File: src/rtl/riscv_mem_pkg.sv
// Shared types and helpers for the data-side memory alignment logic.
package riscv_mem_pkg;

   localparam int unsigned XLEN = 32;

   typedef enum logic [1:0] {
      MEM_BYTE = 2'b00,
      MEM_HALF = 2'b01,
      MEM_WORD = 2'b10
   } mem_size_t;

   typedef enum logic {
      IDLE      = 1'b0,
      RMW_WRITE = 1'b1
   } dmem_state_t;

   // Map the raw 2-bit size field onto the enum; the unused code 2'b11 acts as a word.
   function automatic mem_size_t decode_size(input logic [1:0] raw);
      mem_size_t s;
      case (raw)
         2'b00:   s = MEM_BYTE;
         2'b01:   s = MEM_HALF;
         default: s = MEM_WORD;
      endcase
      return s;
   endfunction

   // An access is misaligned when any address bit below its natural size is set.
   function automatic logic is_misaligned(input mem_size_t size, input logic [1:0] offset);
      logic r;
      case (size)
         MEM_BYTE: r = 1'b0;
         MEM_HALF: r = offset[0];
         default:  r = (offset != 2'b00);
      endcase
      return r;
   endfunction

   // Clear the address bits below the access size so lane selection is always aligned.
   function automatic logic [1:0] force_align(input mem_size_t size, input logic [1:0] offset);
      logic [1:0] r;
      case (size)
         MEM_BYTE: r = offset;
         MEM_HALF: r = {offset[1], 1'b0};
         default:  r = 2'b00;
      endcase
      return r;
   endfunction

endpackage

File: src/rtl/riscv_load_extract.sv
// Combinational lane extraction with sign/zero extension for sub-word loads.
module riscv_load_extract
   import riscv_mem_pkg::*;
(
   input  logic [XLEN-1:0] data,
   input  logic [1:0]      offset,
   input  mem_size_t       size,
   input  logic            zero_ext,
   output logic [XLEN-1:0] result
);

   logic [7:0]  byte_lane;
   logic [15:0] half_lane;

   // Select the addressed lane and extend it to a full word.
   always_comb begin
      byte_lane = data[7:0];
      half_lane = data[15:0];
      result    = data;
      case (offset)
         2'b00:   byte_lane = data[7:0];
         2'b01:   byte_lane = data[15:8];
         2'b10:   byte_lane = data[23:16];
         default: byte_lane = data[31:24];
      endcase
      half_lane = offset[1] ? data[31:16] : data[15:0];
      case (size)
         MEM_BYTE: result = {{24{byte_lane[7] & ~zero_ext}}, byte_lane};
         MEM_HALF: result = {{16{half_lane[15] & ~zero_ext}}, half_lane};
         default:  result = data;
      endcase
   end

endmodule

File: src/rtl/riscv_dmem_align.sv
// Byte/half/word adapter between the processor data port and a word-only memory.
// Sub-word stores are a two-cycle read-modify-write; loads are extracted one cycle later.
module riscv_dmem_align
   import riscv_mem_pkg::*;
#(
   parameter bit CHECK_ALIGNMENT = 1'b1
) (
   input  logic            clk,
   input  logic            rst,
   input  logic [XLEN-1:0] cpu_addr,
   input  logic            cpu_read,
   input  logic            cpu_write,
   input  logic [1:0]      cpu_size,
   input  logic            cpu_unsigned,
   input  logic [XLEN-1:0] cpu_wdata,
   output logic [XLEN-1:0] cpu_rdata,
   output logic            stall,
   output logic            misaligned,
   output logic [XLEN-1:0] mem_addr,
   output logic            mem_write,
   output logic [XLEN-1:0] mem_wdata,
   input  logic [XLEN-1:0] mem_rdata
);

   dmem_state_t state;

   // Store capture for the write half of the read-modify-write.
   logic [XLEN-3:0] cap_waddr;
   logic [1:0]      cap_off;
   mem_size_t       cap_size;
   logic [15:0]     cap_wdata;

   // Load controls, applied to the memory data returned one cycle later.
   logic [1:0]      ld_off;
   mem_size_t       ld_size;
   logic            ld_unsigned;

   mem_size_t       req_size;
   logic [1:0]      req_off;
   logic            req_mis;
   logic            sub_store;

   // Replace the addressed byte or halfword of a memory word with new store data.
   function automatic logic [XLEN-1:0] merge_lanes(input logic [XLEN-1:0] old,
                                                   input logic [15:0] data,
                                                   input logic [1:0] off,
                                                   input mem_size_t size);
      logic [XLEN-1:0] w;
      w = old;
      if (size == MEM_BYTE) begin
         case (off)
            2'b00:   w[7:0]   = data[7:0];
            2'b01:   w[15:8]  = data[7:0];
            2'b10:   w[23:16] = data[7:0];
            default: w[31:24] = data[7:0];
         endcase
      end else if (off[1]) begin
         w[31:16] = data;
      end else begin
         w[15:0] = data;
      end
      return w;
   endfunction

   // Decode the incoming request: normalised size, aligned offset, error flag.
   always_comb begin
      req_size  = decode_size(cpu_size);
      req_off   = force_align(req_size, cpu_addr[1:0]);
      req_mis   = CHECK_ALIGNMENT && (cpu_read || cpu_write)
                  && is_misaligned(req_size, cpu_addr[1:0]);
      sub_store = cpu_write && !req_mis && (req_size != MEM_WORD);
   end

   // State register plus store/load capture registers.
   always_ff @(posedge clk) begin
      if (rst) begin
         state       <= IDLE;
         cap_waddr   <= '0;
         cap_off     <= 2'b00;
         cap_size    <= MEM_BYTE;
         cap_wdata   <= 16'h0000;
         ld_off      <= 2'b00;
         ld_size     <= MEM_BYTE;
         ld_unsigned <= 1'b0;
      end else begin
         case (state)
            IDLE: begin
               if (sub_store) begin
                  state     <= RMW_WRITE;
                  cap_waddr <= cpu_addr[XLEN-1:2];
                  cap_off   <= req_off;
                  cap_size  <= req_size;
                  cap_wdata <= cpu_wdata[15:0];
               end else if (cpu_read && !req_mis) begin
                  ld_off      <= req_off;
                  ld_size     <= req_size;
                  ld_unsigned <= cpu_unsigned;
               end
            end
            default: state <= IDLE;
         endcase
      end
   end

   // Memory-side outputs; reset blocks any write in the same cycle.
   always_comb begin
      mem_addr   = {cpu_addr[XLEN-1:2], 2'b00};
      mem_write  = 1'b0;
      mem_wdata  = cpu_wdata;
      stall      = 1'b0;
      misaligned = 1'b0;
      case (state)
         IDLE: begin
            misaligned = req_mis;
            if (sub_store) begin
               stall = 1'b1;
            end else if (cpu_write && !req_mis) begin
               mem_write = !rst;
            end
         end
         default: begin
            mem_addr  = {cap_waddr, 2'b00};
            mem_write = !rst;
            mem_wdata = merge_lanes(mem_rdata, cap_wdata, cap_off, cap_size);
         end
      endcase
   end

   riscv_load_extract u_extract (
      .data     (mem_rdata),
      .offset   (ld_off),
      .size     (ld_size),
      .zero_ext (ld_unsigned),
      .result   (cpu_rdata)
   );

endmodule

File: config.mk
export PLATFORM = sky130hd
export DESIGN_NAME = riscv_dmem_align
export DESIGN_NICKNAME = d
export VERILOG_FILES = /design/src/rtl/riscv_mem_pkg.sv /design/src/rtl/riscv_load_extract.sv /design/src/rtl/riscv_dmem_align.sv
export SDC_FILE = /design/constraint.sdc
export NUM_CORES = 1
export LEC_CHECK = 0
export ABC_AREA = 1
export ABC_CLOCK_PERIOD_IN_PS = 2000
export BUFFER_PORTS_ARGS = -buffer_cell sky130_fd_sc_hd__clkbuf_2
export CORE_UTILIZATION = 35
export DETAILED_ROUTE_END_ITERATION = 7
export PLACE_DENSITY = 0.67
export SYNTH_ARGS = -nofsm -noshare
export SYNTH_HDL_FRONTEND = slang
export SYNTH_SLANG_ARGS = --single-unit
File: constraint.sdc
create_clock -name clk -period 2 [get_ports clk]
set_input_delay 0.5 -clock clk [delete_from_list [all_inputs] [get_ports clk]]
set_output_delay 0.5 -clock clk [all_outputs]
set_load 0.02 [all_outputs]
==> results.md <==
* Core Box Area at 0.0121 mm^2
* Final slew viol count at 0
* Failing checks: setup timing
* Worst r2r src: state
* Pwr Density at 586 mW/mm^2
* Max transition margin at between 50 and 60%
* Initial antenna violation count at 2
* Final setup viols at 54
* Asr flop ratio synth at 0%
* Layout cells sized above 1 at a little under two fifths
* CP top delay family: buffers and inverters
* Crit path to: mem_wdata[6]
* Register area share after synthesis at between 20% and 30%
* Fin. Hold Viols at 0
* Commonest cells post-synth: nand2_1, o21ai_0, inv_1
* CTS Buf Count at 5
* Mean post-synth cell area at roughly 5.8 um^2
* Dpl ws at ~0.024 ns
* Count leader, synth: nand2_1
* Worst endpoint required time at 1.50 ns
* FF-to-FF path depth at 5
* VDD IR max at roughly 300 uV
* Worst Clk Skew at about 0.0081 ns
* Final min period at approximately 2.2 ns
* Drt drc at 0
* Starting DRT DRC Count at ~430
* Layout net count at around 1,100
* Post-synth EDFFs at 0
* Antenna Violating Nets Remaining at 0
* Yosys reg bits at 56
* WP buf/inv at 5
* Largest net degree at the start of global routing at between 40 and 50
* First-pass GRT wire length at roughly 25,000 um
* Post-synth cell types at 28
* Critical Path Start: cap_size[0]
* Slowest stage cell, crit path: dfxtp_2
* Chip Height at 114 um
* Ordered list of cells on the worst path: nor2_4, buf_12, inv_6, buf_6, o21ai_2, a21oi_2, o21ai_1, buf_4, nand2_2, buf_6
* Setup crit end kind: output pin
* Max incr delay on CP at 0.34 ns
* Clk sinks at 56
* Mapped Cells at approximately 760
* Via count at 5,940
* CTS max path bufs at 2
* Synth Warn # at 0
* Grt ovf at 0
* Initial Util at a little over a third
* Htree depth at 2
* RSZ-0062 raised after global routing: true
* F_max at 465 MHz
* Status: complete, but fails checks
* Startpoint Class: flop
* Hold Crit Class: in2reg
* Most common flop cell mapped by yosys: dfxtp_1
* Area Growth Syn to Fin at 55.1%
* Leakage Power at around 3.4 nW
* Core Rows at 40
* CTS tree: yes
* Final worst slack at -0.150 ns
* CTS clk-pin slew, worst paths at about 0.07 ns
* Critical path depth at 10
* DR WL/cell at 15.4 um
* Flop2flop setup slack at roughly 0.51 ns
* Final WL at about 18,000 um
* Critical Path AT at 1.65 ns
* CTS root buf: clkbuf_16
* DRT Pass-1 Iters at 5
* Synth area leaders: dfxtp_1, nand2_1, o21ai_0
* Port Buf Inserts at about 200
* Placer Congestion at 0.975
* Netlist Area Pre-Place at between 0.004 and 0.005 mm^2
* Die extent in x at roughly 110 um
* Final HPWL DP at 12,800 um
* Crit path max fanout at 5
* Final period util at 108%
* Worst slew pin tran at about 0.64 ns
* Cell mode on critical path: buf_6
* Vias in the first global route at a little over 5,000
* Final Util at a little under three fifths
* Clk_lat worst skew at 0.29 ns
* Post-DR vias/cell at ~5.2
* Ports at 202
* Tot GR Track Use at approximately a quarter
* Crit path kind: reg2out
* Die area at ~0.013 mm^2
* Worst R2R End: ld_size[0]
* Largest area contributor in the netlist: dfxtp_1
* Top cell type's share of synthesized area at approximately a quarter
* Max Cap Viol at 0
[layer usage]
metal | GRT usage, % | vias to the layer above | wire length (um)
met4 | 11.4 | 2 | 977
met5 | 0 | - | 12
met2 | 41.7 | 315 | 7980
met1 | 30.0 | 2612 | 7130
met3 | 5.42 | 72 | 1580
li1 | - | 2939 | -
[metrics by stage]
stage / instance area, um^2 / setup TNS (ns) / power [mW] / hold WS [ns] / instances
2_1_floorplan: 4380 / 0 / 2.15 / 0.432 / 759
3_3_place_gp: 5760 / 0 / 2.71 / 0.455 / 1119
3_5_place_dp: 5760 / 0 / 2.73 / 0.459 / 1119
4_1_cts: 6260 / -3.90 / 3.76 / 0.406 / 1132
5_1_grt: 6790 / -9.17 / 4.18 / 0.408 / 1145
6_report: 6790 / -5.10 / 3.98 / 0.409 / 1146
[kinds of logic (layout without fill, tap and decap cells)]
logic type             count (synthesis)  in the layout  share of synthesized area [%]
flip-flops                            56             56                           25.6
other                                  1              3                         0.0857
AND/OR/NAND/NOR                      375            376                           34.7
AO/OA/AOI/OAI                        205            205                           27.3
buffers and inverters                121            338                           12.3
[state kept, by name, summed over array words and instances (netlist names)]
| name | flops |
|---|---|
| ld_off | 2 |
| cap_waddr | 30 |
| state | 1 |
| cap_wdata | 16 |
| cap_off | 2 |
| cap_size | 2 |
| ld_size | 2 |
| ld_unsigned | 1 |
[worst min-delay path, stage by stage]
cell and delay [ns]:
clkbuf_2 0.09, nand2_1 0.05, nand2_1 0.04
[repair_timing]
| item | CTS | global route |
|---|---|---|
| endpoints found under the setup margin | 64 | 62 |
| hold buffers | 0 | 0 |
| pin swaps | 24 | 33 |
| setup buffers | 5 | 6 |
| gates resized for setup | 122 | 185 |
| cloned | 2 | 7 |
[layout by cell type, fill, tap and decap left out, types with 10 or more instances in the layout]
| master | netlist | layout |
|---|---|---|
| a21oi_1 | 58 | 32 |
| a21oi_2 | 0 | 24 |
| a31oi_1 | 16 | 16 |
| buf_12 | 0 | 10 |
| buf_4 | 8 | 79 |
| buf_6 | 6 | 22 |
| clkbuf_2 | 0 | 136 |
| dfxtp_1 | 56 | 50 |
| inv_1 | 61 | 56 |
| nand2_1 | 272 | 261 |
| nand2_2 | 3 | 10 |
| nand3_1 | 51 | 48 |
| nor2_1 | 46 | 41 |
| o211ai_1 | 29 | 29 |
| o21ai_0 | 70 | 14 |
| o21ai_1 | 7 | 46 |
| o21ai_2 | 1 | 17 |
| o21bai_1 | 10 | 10 |
[worst min-delay path by stage]
stage               slack [ns]         from      endpoint  cells after the start
floorplan                 0.43  cap_size[1]   cap_size[1]                      2
global placement          0.45  cap_size[1]   cap_size[1]                      2
detailed placement        0.46  cap_size[1]   cap_size[1]                      2
CTS                       0.41  cpu_addr[7]  cap_waddr[5]                      3
global route              0.41  cpu_addr[3]  cap_waddr[1]                      3
finish                    0.41  cpu_addr[8]  cap_waddr[6]                      3
[report_power, final]
| part | total (mW) | switching [mW] | internal, mW |
|---|---|---|---|
| registers | 1.22 | 0.0491 | 1.17 |
| logic | 1.87 | 1.07 | 0.792 |
| clock network | 0.888 | 0.393 | 0.495 |
[final cells by class]
class,count,area (um^2)
Antenna cell,1,2.50
Clock buffer,6,139
Clock inverter,2,10.0
Fill cell,1221,5320
Inverter,65,259
Multi-Input combinational cell,583,3040
Sequential cell,56,1140
Tap cell,168,210
Timing Repair Buffer,264,1980
Timing Repair inverter,1,7.51
No activity file was read; power rests on OpenSTA's default activity.
